**src/rtl/uart_cmd_parser_pkg.sv**
```systemverilog
// Shared definitions for the UART command parser: ASCII terminators, FSM state
// encoding and the hex-character decoder.
package uart_cmd_parser_pkg;

  localparam logic [7:0] ASCII_CR = 8'h0D;
  localparam logic [7:0] ASCII_LF = 8'h0A;

  typedef enum logic [1:0] {
    ST_IDLE  = 2'd0,
    ST_DIGIT = 2'd1,
    ST_ERR   = 2'd2,
    ST_HOLD  = 2'd3
  } state_t;

  typedef struct packed {
    logic       vld;
    logic [3:0] nib;
  } hex_t;

  // Letters map via their low nibble: 'A'/'a' end in 1, so adding 9 gives 10.
  function automatic hex_t hex_decode(input logic [7:0] c);
    hex_t r;
    r.vld = 1'b0;
    r.nib = 4'h0;
    if (c >= 8'h30 && c <= 8'h39) begin
      r.vld = 1'b1;
      r.nib = c[3:0];
    end else if ((c >= 8'h41 && c <= 8'h46) || (c >= 8'h61 && c <= 8'h66)) begin
      r.vld = 1'b1;
      r.nib = c[3:0] + 4'd9;
    end
    return r;
  endfunction

  function automatic logic is_term(input logic [7:0] c);
    return (c == ASCII_CR) || (c == ASCII_LF);
  endfunction

endpackage

```
**src/rtl/uart_cmd_parser.sv**
```systemverilog
// Assembles fixed-length hex command lines from a UART byte stream into an
// instruction word with valid/ready handoff. Define UART_CMD_ECHO_EN to echo bytes.
module uart_cmd_parser
  import uart_cmd_parser_pkg::*;
#(
  parameter int INST_WIDTH = 8
) (
  input  logic                  clk,
  input  logic                  rst,
  input  logic [7:0]            i_rx_data,
  input  logic                  i_rx_valid,
  output logic [INST_WIDTH-1:0] o_inst,
  output logic                  o_inst_valid,
  input  logic                  i_inst_ready,
  output logic                  o_cmd_err,
  output logic                  o_overrun,
  output logic [7:0]            o_echo_data,
  output logic                  o_echo_stb
);

  localparam int N_DIG = INST_WIDTH / 4;
  localparam int CNT_W = $clog2(N_DIG + 1);
  localparam logic [CNT_W-1:0] N_CNT = CNT_W'(N_DIG);

  state_t                  state_q;
  logic [CNT_W-1:0]        count_q;
  logic [INST_WIDTH-1:0]   inst_q;
  logic                    inst_valid_q;
  logic                    cmd_err_q;
  logic                    overrun_q;
  state_t                  cur_st;
  hex_t                    hex;
  logic                    term;

  // A released HOLD behaves exactly like IDLE for the byte arriving alongside ready.
  assign cur_st = (state_q == ST_HOLD) ? ST_IDLE : state_q;
  assign hex    = hex_decode(i_rx_data);
  assign term   = is_term(i_rx_data);

  always_ff @(posedge clk or posedge rst) begin
    if (rst) begin
      state_q      <= ST_IDLE;
      count_q      <= '0;
      inst_q       <= '0;
      inst_valid_q <= 1'b0;
      cmd_err_q    <= 1'b0;
      overrun_q    <= 1'b0;
    end else begin
      cmd_err_q <= 1'b0;
      overrun_q <= 1'b0;
      if (state_q == ST_HOLD && !i_inst_ready) begin
        if (i_rx_valid) overrun_q <= 1'b1;
      end else if (!i_rx_valid) begin
        if (state_q == ST_HOLD) begin
          state_q      <= ST_IDLE;
          count_q      <= '0;
          inst_valid_q <= 1'b0;
        end
      end else begin
        inst_valid_q <= 1'b0;
        case (cur_st)
          ST_IDLE: begin
            if (term) begin
              state_q <= ST_IDLE;
              count_q <= '0;
            end else if (hex.vld) begin
              inst_q  <= {inst_q[INST_WIDTH-5:0], hex.nib};
              count_q <= CNT_W'(1);
              state_q <= ST_DIGIT;
            end else begin
              state_q <= ST_ERR;
            end
          end
          ST_DIGIT: begin
            if (hex.vld) begin
              if (count_q < N_CNT) begin
                inst_q  <= {inst_q[INST_WIDTH-5:0], hex.nib};
                count_q <= count_q + CNT_W'(1);
              end else begin
                state_q <= ST_ERR;
              end
            end else if (term) begin
              count_q <= '0;
              if (count_q == N_CNT) begin
                state_q      <= ST_HOLD;
                inst_valid_q <= 1'b1;
              end else begin
                state_q   <= ST_IDLE;
                cmd_err_q <= 1'b1;
              end
            end else begin
              state_q <= ST_ERR;
            end
          end
          ST_ERR: begin
            if (term) begin
              state_q   <= ST_IDLE;
              count_q   <= '0;
              cmd_err_q <= 1'b1;
            end
          end
          default: begin
            state_q <= ST_IDLE;
            count_q <= '0;
          end
        endcase
      end
    end
  end

  assign o_inst       = inst_q;
  assign o_inst_valid = inst_valid_q;
  assign o_cmd_err    = cmd_err_q;
  assign o_overrun    = overrun_q;

`ifdef UART_CMD_ECHO_EN
  logic [7:0] echo_data_q;
  logic       echo_stb_q;

  always_ff @(posedge clk or posedge rst) begin
    if (rst) begin
      echo_data_q <= 8'h00;
      echo_stb_q  <= 1'b0;
    end else begin
      echo_stb_q <= i_rx_valid;
      if (i_rx_valid) echo_data_q <= i_rx_data;
    end
  end

  assign o_echo_data = echo_data_q;
  assign o_echo_stb  = echo_stb_q;
`else
  assign o_echo_data = 8'h00;
  assign o_echo_stb  = 1'b0;
`endif

endmodule
```
**config.mk**
```make
export PLATFORM = sky130hd
export DESIGN_NAME = uart_cmd_parser
export DESIGN_NICKNAME = d
export VERILOG_FILES = /design/src/rtl/uart_cmd_parser_pkg.sv /design/src/rtl/uart_cmd_parser.sv
export SDC_FILE = /design/constraint.sdc
export NUM_CORES = 1
export LEC_CHECK = 0
export BUFFER_PORTS_ARGS = -buffer_cell sky130_fd_sc_hd__buf_2
export CORE_MARGIN = 8
export CORE_UTILIZATION = 51
export DETAILED_ROUTE_END_ITERATION = 10
export PLACE_DENSITY = 0.78
export SYNTH_ARGS = -nofsm -noshare
export SYNTH_HDL_FRONTEND = slang
export SYNTH_SLANG_ARGS = --single-unit
```
**constraint.sdc**
```tcl
create_clock -name clk -period 2.1 [get_ports clk]
set_input_delay 0.105 -clock clk [delete_from_list [all_inputs] [get_ports clk]]
set_output_delay 0.105 -clock clk [all_outputs]
set_load 0.03 [all_outputs]
```
# Word level (Yosys, flattened, before mapping)
# Index checks and enable logic that the tools add are counted.
dict set report word_totals {
  output_inout_bits 20
  input_bits 12
  word_cells 84
  ff_bits 15
}
dict set report classes {
  n_lt_le_gt_ge 7
  n_addsub 2
  mux 40
  n_eq_ne 14
  bitwise_logic 1
  reduce_logical 14
}
# cell count
set op_table {}
lappend op_table {{two-way mux 2 bit} 16}
lappend op_table {{two-way mux 8 bit} 4}
lappend op_table {{equality test 8 x 4 -> 1 bit (second input constant)} 2}
lappend op_table {{>= comparator 8 x 7 -> 1 bit (second input constant)} 2}
lappend op_table {{less-or-equal comparator 8 x 7 -> 1 bit (second input constant)} 2}
lappend op_table {{case mux 8 bit (2 select lines)} 1}
lappend op_table {{two-way mux 1 bit} 14}
lappend op_table {{!= test 4 bit (second input constant)} 3}
lappend op_table {{case mux 2 bit (3 select lines)} 2}
lappend op_table {{two-way mux 5 bit} 2}
lappend op_table {{>= comparator 8 x 6 -> 1 bit (second input constant)} 1}
lappend op_table {{less-or-equal comparator 8 x 6 -> 1 bit (second input constant)} 1}
lappend op_table {{!= test 2 bit (second input constant)} 4}
lappend op_table {{AND reduction 7 bit} 1}
lappend op_table {{equality test 2 bit (second input constant)} 3}
lappend op_table {{adder 4 bit (second input constant)} 1}
lappend op_table {{logical AND 1 bit} 4}
lappend op_table {{AND reduction 4 bit} 1}
lappend op_table {{nonzero test 2 bit} 2}
lappend op_table {{!= test 3 bit (second input constant)} 1}
lappend op_table {{AND reduction 3 bit} 1}
lappend op_table {{adder 2 x 1 -> 2 bit (second input constant)} 1}
lappend op_table {{equality test 2 x 1 -> 1 bit (second input constant)} 1}
lappend op_table {{zero test 2 bit} 1}
lappend op_table {{6 further kinds} 7}

# Depth between registers and ports, before layout
dict set report logic_depth {
  word_depth 9
  depth_mapped 8
  ltp_nobuf 7
}

# Worst setup path after synthesis
# No wires, ideal clock.
dict set report synth_path {
  path_type {input port to flip-flop}
  from {input i_rx_data[0]}
  to {register inst_q[0], in the netlist o_inst[0]}
  t_arrival_ns 1.666
  path_slack_ns 0.309
  stages 8
  setup_time_ns 0.125
  path_cell_list {inv_1 > ha_1 > inv_1 > o311ai_1 > buf_2 > a31oi_1 > o21ai_2 > mux2_2}
}
dict set report synth_via {
  elab_chain_len 8
  word_cells_on_any_way 25
}
# element line
set synth_rtl {}
lappend synth_rtl {{start, declared} uart_cmd_parser.sv:10} ;# input logic [7:0] i_rx_data,
lappend synth_rtl {{>= comparator 8 x 7 -> 1 bit / less-or-equal comparator 8 x 7 -> 1 bit (equally long branches)} uart_cmd_parser_pkg.sv:28} ;# end else if ((c >= 8'h41 && c <= 8'h46) || (c >= 8'h61 && c <= 8'h66)) begin
lappend synth_rtl {{logical AND 1 bit} uart_cmd_parser_pkg.sv:28}
lappend synth_rtl {{logical OR 1 bit} uart_cmd_parser_pkg.sv:28}
lappend synth_rtl {{two-way mux 5 bit} uart_cmd_parser_pkg.sv:28}
lappend synth_rtl {{two-way mux 5 bit} uart_cmd_parser_pkg.sv:25} ;# if (c >= 8'h30 && c <= 8'h39) begin
lappend synth_rtl {{two-way mux 8 bit (on tied branches)} {uart_cmd_parser.sv:76, uart_cmd_parser.sv:66}}
lappend synth_rtl {{two-way mux 8 bit (on tied branches)} {uart_cmd_parser.sv:75, uart_cmd_parser.sv:63}}
lappend synth_rtl {{case mux 8 bit (2 select lines)} uart_cmd_parser.sv:61} ;# case (cur_st)
lappend synth_rtl {{end signal, assigned} uart_cmd_parser.sv:67} ;# inst_q <= {inst_q[INST_WIDTH-5:0], hex.nib};
lappend synth_rtl {{end signal, assigned} uart_cmd_parser.sv:77} ;# inst_q <= {inst_q[INST_WIDTH-5:0], hex.nib};
lappend synth_rtl {{end, declared} uart_cmd_parser.sv:27} ;# logic [INST_WIDTH-1:0] inst_q;
# Several ways; a longest one is shown, not always the timed one. The select of a mux whose other input is x is not followed.
# A chain may end at the register's enable or synchronous reset.

# Worst setup path in the final report
dict set report layout_path {
  from {input i_rx_data[1]}
  to {register count_q[0]}
}
dict set report layout_via {
  elab_chain_len 8
  word_cells_on_any_way 23
}
# element line
set layout_rtl {}
lappend layout_rtl {{>= comparator 8 x 7 -> 1 bit / less-or-equal comparator 8 x 7 -> 1 bit (equally long branches)} uart_cmd_parser_pkg.sv:28}
lappend layout_rtl {{logical AND 1 bit} uart_cmd_parser_pkg.sv:28}
lappend layout_rtl {{logical OR 1 bit} uart_cmd_parser_pkg.sv:28}
lappend layout_rtl {{two-way mux 5 bit} uart_cmd_parser_pkg.sv:28}
lappend layout_rtl {{two-way mux 5 bit} uart_cmd_parser_pkg.sv:25}
lappend layout_rtl {{two-way mux 2 bit} uart_cmd_parser.sv:75} ;# if (hex.vld) begin
lappend layout_rtl {{case mux 2 bit (3 select lines)} uart_cmd_parser.sv:61}
lappend layout_rtl {{two-way mux 2 bit} uart_cmd_parser.sv:53} ;# end else if (!i_rx_valid) begin
lappend layout_rtl {{end signal, assigned} uart_cmd_parser.sv:78} ;# count_q <= count_q + CNT_W'(1);
lappend layout_rtl {{end, declared} uart_cmd_parser.sv:26} ;# logic [CNT_W-1:0] count_q;
# Several ways; a longest one is shown, not always the timed one.

==> results.sh <==
export IMPL_status="finished clean"
export IMPL_power_density_nw_per_um2=853.2
export IMPL_r2r_cells=5
export IMPL_maxSlewHeadroom_pct=62.56
export IMPL_ys_async_sr_fraction_pct=100.0
export IMPL_first_pass_iters=5
export IMPL_crit_path_max_incr_delay_ns=0.49
export IMPL_synth_edf_count=0
export IMPL_drive_above_1_share_pct=28.87
export IMPL_nNetsFinal=163
export IMPL_cts_sinks=15
export IMPL_syn_inst=118
export IMPL_reg2reg_slack_ns=0.28
export IMPL_cts_repair_resized=0
export IMPL_ys_flop_type="dfrtp_1"
export IMPL_ys_types=46
export IMPL_antenna_found_initial=0
export IMPL_place_ws_ns=-0.05825
export IMPL_peakVddDrop_mv=0.5281
export IMPL_final_max_slew_viol_count=0
export IMPL_swShare_pct=42.71
export IMPL_clock_path_buffers=2
export IMPL_avgSynthCellArea_sq_um=9.564
export IMPL_cp_max_fo=6
export IMPL_clock_latency_ns=0.29
export IMPL_period_share_pct=88.65
export IMPL_avgViaCountPerCell=5.647
export IMPL_io_pins=32
export IMPL_worst_endpoint_arrival_ns=2.04
export IMPL_cp_end_kind="register"
export IMPL_fmax_ghz=0.5372
export IMPL_grt_usage_pct=12.92
export IMPL_clk_pin_slew_ns=0.09
export IMPL_drc=0
export IMPL_rsz0062_at_grt="false"
export IMPL_period_minus_slack_ns=1.862
export IMPL_io_buffers=22
export IMPL_cts_tree="done"
export IMPL_routabilityCongestion=0.9203
export IMPL_ys_warn_count=0
export IMPL_first_global_vias=957
export IMPL_antenna_cells=0
export IMPL_wire_per_inst_um=14.86
export IMPL_hold_viol_final=0
export IMPL_crit_type="in -> reg"
export IMPL_skew_ns=0.009917
export IMPL_dr_total_vias=960
export IMPL_cts_made_buffers=3
export IMPL_p_seq_share_pct=37.5
export IMPL_rows=17
export IMPL_r2r_end="o_inst[5]$_DFFE_PP0P_"
export IMPL_coreArea_sq_um=2148
export IMPL_dr_first_iter_drc_count=28
export IMPL_crit_path_end="count_q[0]$_DFFE_PP0P_"
export IMPL_start_util_pct=52.53
export IMPL_setup_viol=0
export IMPL_die_w_um=63.04
export IMPL_areaGrowthSynthToFinish_pct=11.97
export IMPL_p_sw_mw=0.4605
export IMPL_setup_ws_ns=0.2384
export IMPL_die_area_sq_um=3974
export IMPL_die_y_um=63.04
export IMPL_cp_required_ns=2.28
export IMPL_clockPowerShare_pct=15.4
export IMPL_p_leak_nw=0.6507
export IMPL_p_comb_share_pct=47.1
export IMPL_total_power_mw=1.078
export IMPL_dp_hpwl_um=2016
export IMPL_grt_overflow_total=0
export IMPL_cp_slowest_cell="o311ai_1"
export IMPL_synth_seq_cells=15
export IMPL_hold_path_class="in -> reg"
export IMPL_cp_cell_sequence="buf_2 > inv_1 > ha_1 > o311ai_1 > buf_4 > and2_0 > o221ai_1 > a22o_1"
export IMPL_routed_wl_um=2526
export IMPL_ys_seq_area_share_pct=33.26
export IMPL_synth_area_sq_um=1129
export IMPL_rr_startpoint="state_q[0]$_DFFE_PP0P_"
export IMPL_cp_startpoint="i_rx_data[1]"
export IMPL_grt_start_max_net_pins=16
export IMPL_h_tree_depth=1
export IMPL_worst_slew_pin_slew_ns=0.5529
export IMPL_grt_pass1_wl_um=4298
export IMPL_postRouteAntennaNets=0
export IMPL_fillCellCount=199
export IMPL_startpoint_type="primary input"
export IMPL_cts_root_buf="clkbuf_4"
export IMPL_p_int_mw=0.6177
export IMPL_cap_violations=0
## Yosys cell counts, drive strengths merged (2+ instances only)
cell type	n	share of area (%)
o311ai	3	2.3
dfrtp	15	33
a31oi	4	2.2
inv	13	4.3
nor3	2	0.89
a22o	4	3.1
nand2	8	2.7
mux2	6	6.0
and2	2	1.1
nand3	4	1.8
buf	13	8.5
mux2i	4	3.5
o21ai	4	2.1
clkbuf	2	1.0
a21oi	2	0.89
ha	8	8.9
## cells in the final DEF, fill, tap and decap left out, types with 2 or more instances in the layout
cell type,instances
a21oi_1,2
a22o_1,4
a31oi_1,4
buf_2,22
buf_4,4
clkbuf_4,3
conb_1,9
dfrtp_1,15
ha_1,8
inv_1,13
mux2_2,6
mux2i_1,4
nand2_1,8
nand3_1,4
nor3_1,2
o21ai_0,3
o311ai_1,2
## sequential cells by signal (all words and copies together) (netlist names)
name,cells
o_cmd_err,1
o_inst_valid,1
o_overrun,1
count_q,2
o_inst,8
state_q,2
## layout make-up
type,count,area [sq um],area share (%)
multi-input cells,83,626.9,49.60
inverters,13,48.80,3.861
clock inverters,1,5.005,0.3960
clock buffers,3,22.52,1.782
repair buffers,27,150.1,11.88
well taps,28,35.03,2.772
flip-flops and latches,15,375.4,29.70
## routing by layer
metal | GRT usage [%] | wire (um) | vias to the layer above
met3 | 3.226 | 129 | 5
met4 | 7.692 | 47 | 0
met1 | 14.45 | 1112 | 461
met2 | 21.51 | 1237 | 36
li1 | - | - | 458
met5 | 0 | 0 | -
## worst max-delay path, delay by kind of cell
family	cells	cell delay, ns
AOI/OAI and AO/OA	3	0.95
buffers and inverters	3	0.44
and+or+nand+nor	1	0.32
adders and majority gates	1	0.22
## logic make-up (layout without fill, tap and decap cells)
group,Yosys count,count (layout),synth area share [%]
DFF,15,15,33.26
muxes,10,10,9.534
buffers and inverters,28,44,13.86
AOI/OAI and AO/OA,28,28,19.29
adders and majority gates,8,8,8.870
and+or+nand+nor,27,27,14.08
other,1,9,0.3323
xor gates and xnor gates,1,1,0.7762
## through the flow
step / hold WS [ns] / std cells / setup TNS (ns) / instance area, sq um / util (%)
3_5_place_dp: 0.1775 / 165 / -0.1124 / 1226 / 57.08
5_1_grt: 0.1308 / 170 / 0 / 1264 / 58.82
6_report: 0.1337 / 170 / 0 / 1264 / 58.82
3_3_place_gp: 0.1660 / 165 / 0 / 1226 / 57.08
4_1_cts: 0.1178 / 170 / 0 / 1264 / 58.82
2_1_floorplan: 0.006479 / 126 / 0 / 1159 / -
## worst min-delay path by stage
stage / startpoint / to / slack [ns] / cells past startpoint
final: i_rx_valid / o_cmd_err$_DFF_PP0_ / 0.13 / 3
after global routing: i_rx_valid / o_cmd_err$_DFF_PP0_ / 0.13 / 3
after CTS: i_rx_valid / o_overrun$_DFF_PP0_ / 0.12 / 2
after detailed placement: rst / o_inst[6]$_DFFE_PP0P_ / 0.18 / 2
after global placement: rst / o_inst[6]$_DFFE_PP0P_ / 0.17 / 2
after floorplan: rst / count_q[0]$_DFFE_PP0P_ / 0.006 / 1
## what timing repair did
item                                   CTS  global route
hold buffers                             1             0
buffers inserted                         0             0
endpoints found under the hold margin   15             0
## power by group through the flow
| stage | combinational (mW) | clock (mW) | sequential, mW |
|---|---|---|---|
| 6_report | 0.508 | 0.166 | 0.404 |
| 5_1_grt | 0.553 | 0.184 | 0.415 |
| 4_1_cts | 0.510 | 0.169 | 0.404 |
| 3_5_place_dp | 0.506 | 0 | 0.410 |
| 3_3_place_gp | 0.490 | 0 | 0.405 |
| 2_1_floorplan | 0.302 | 0 | 0.500 |
(Power assumes the default switching activity.)
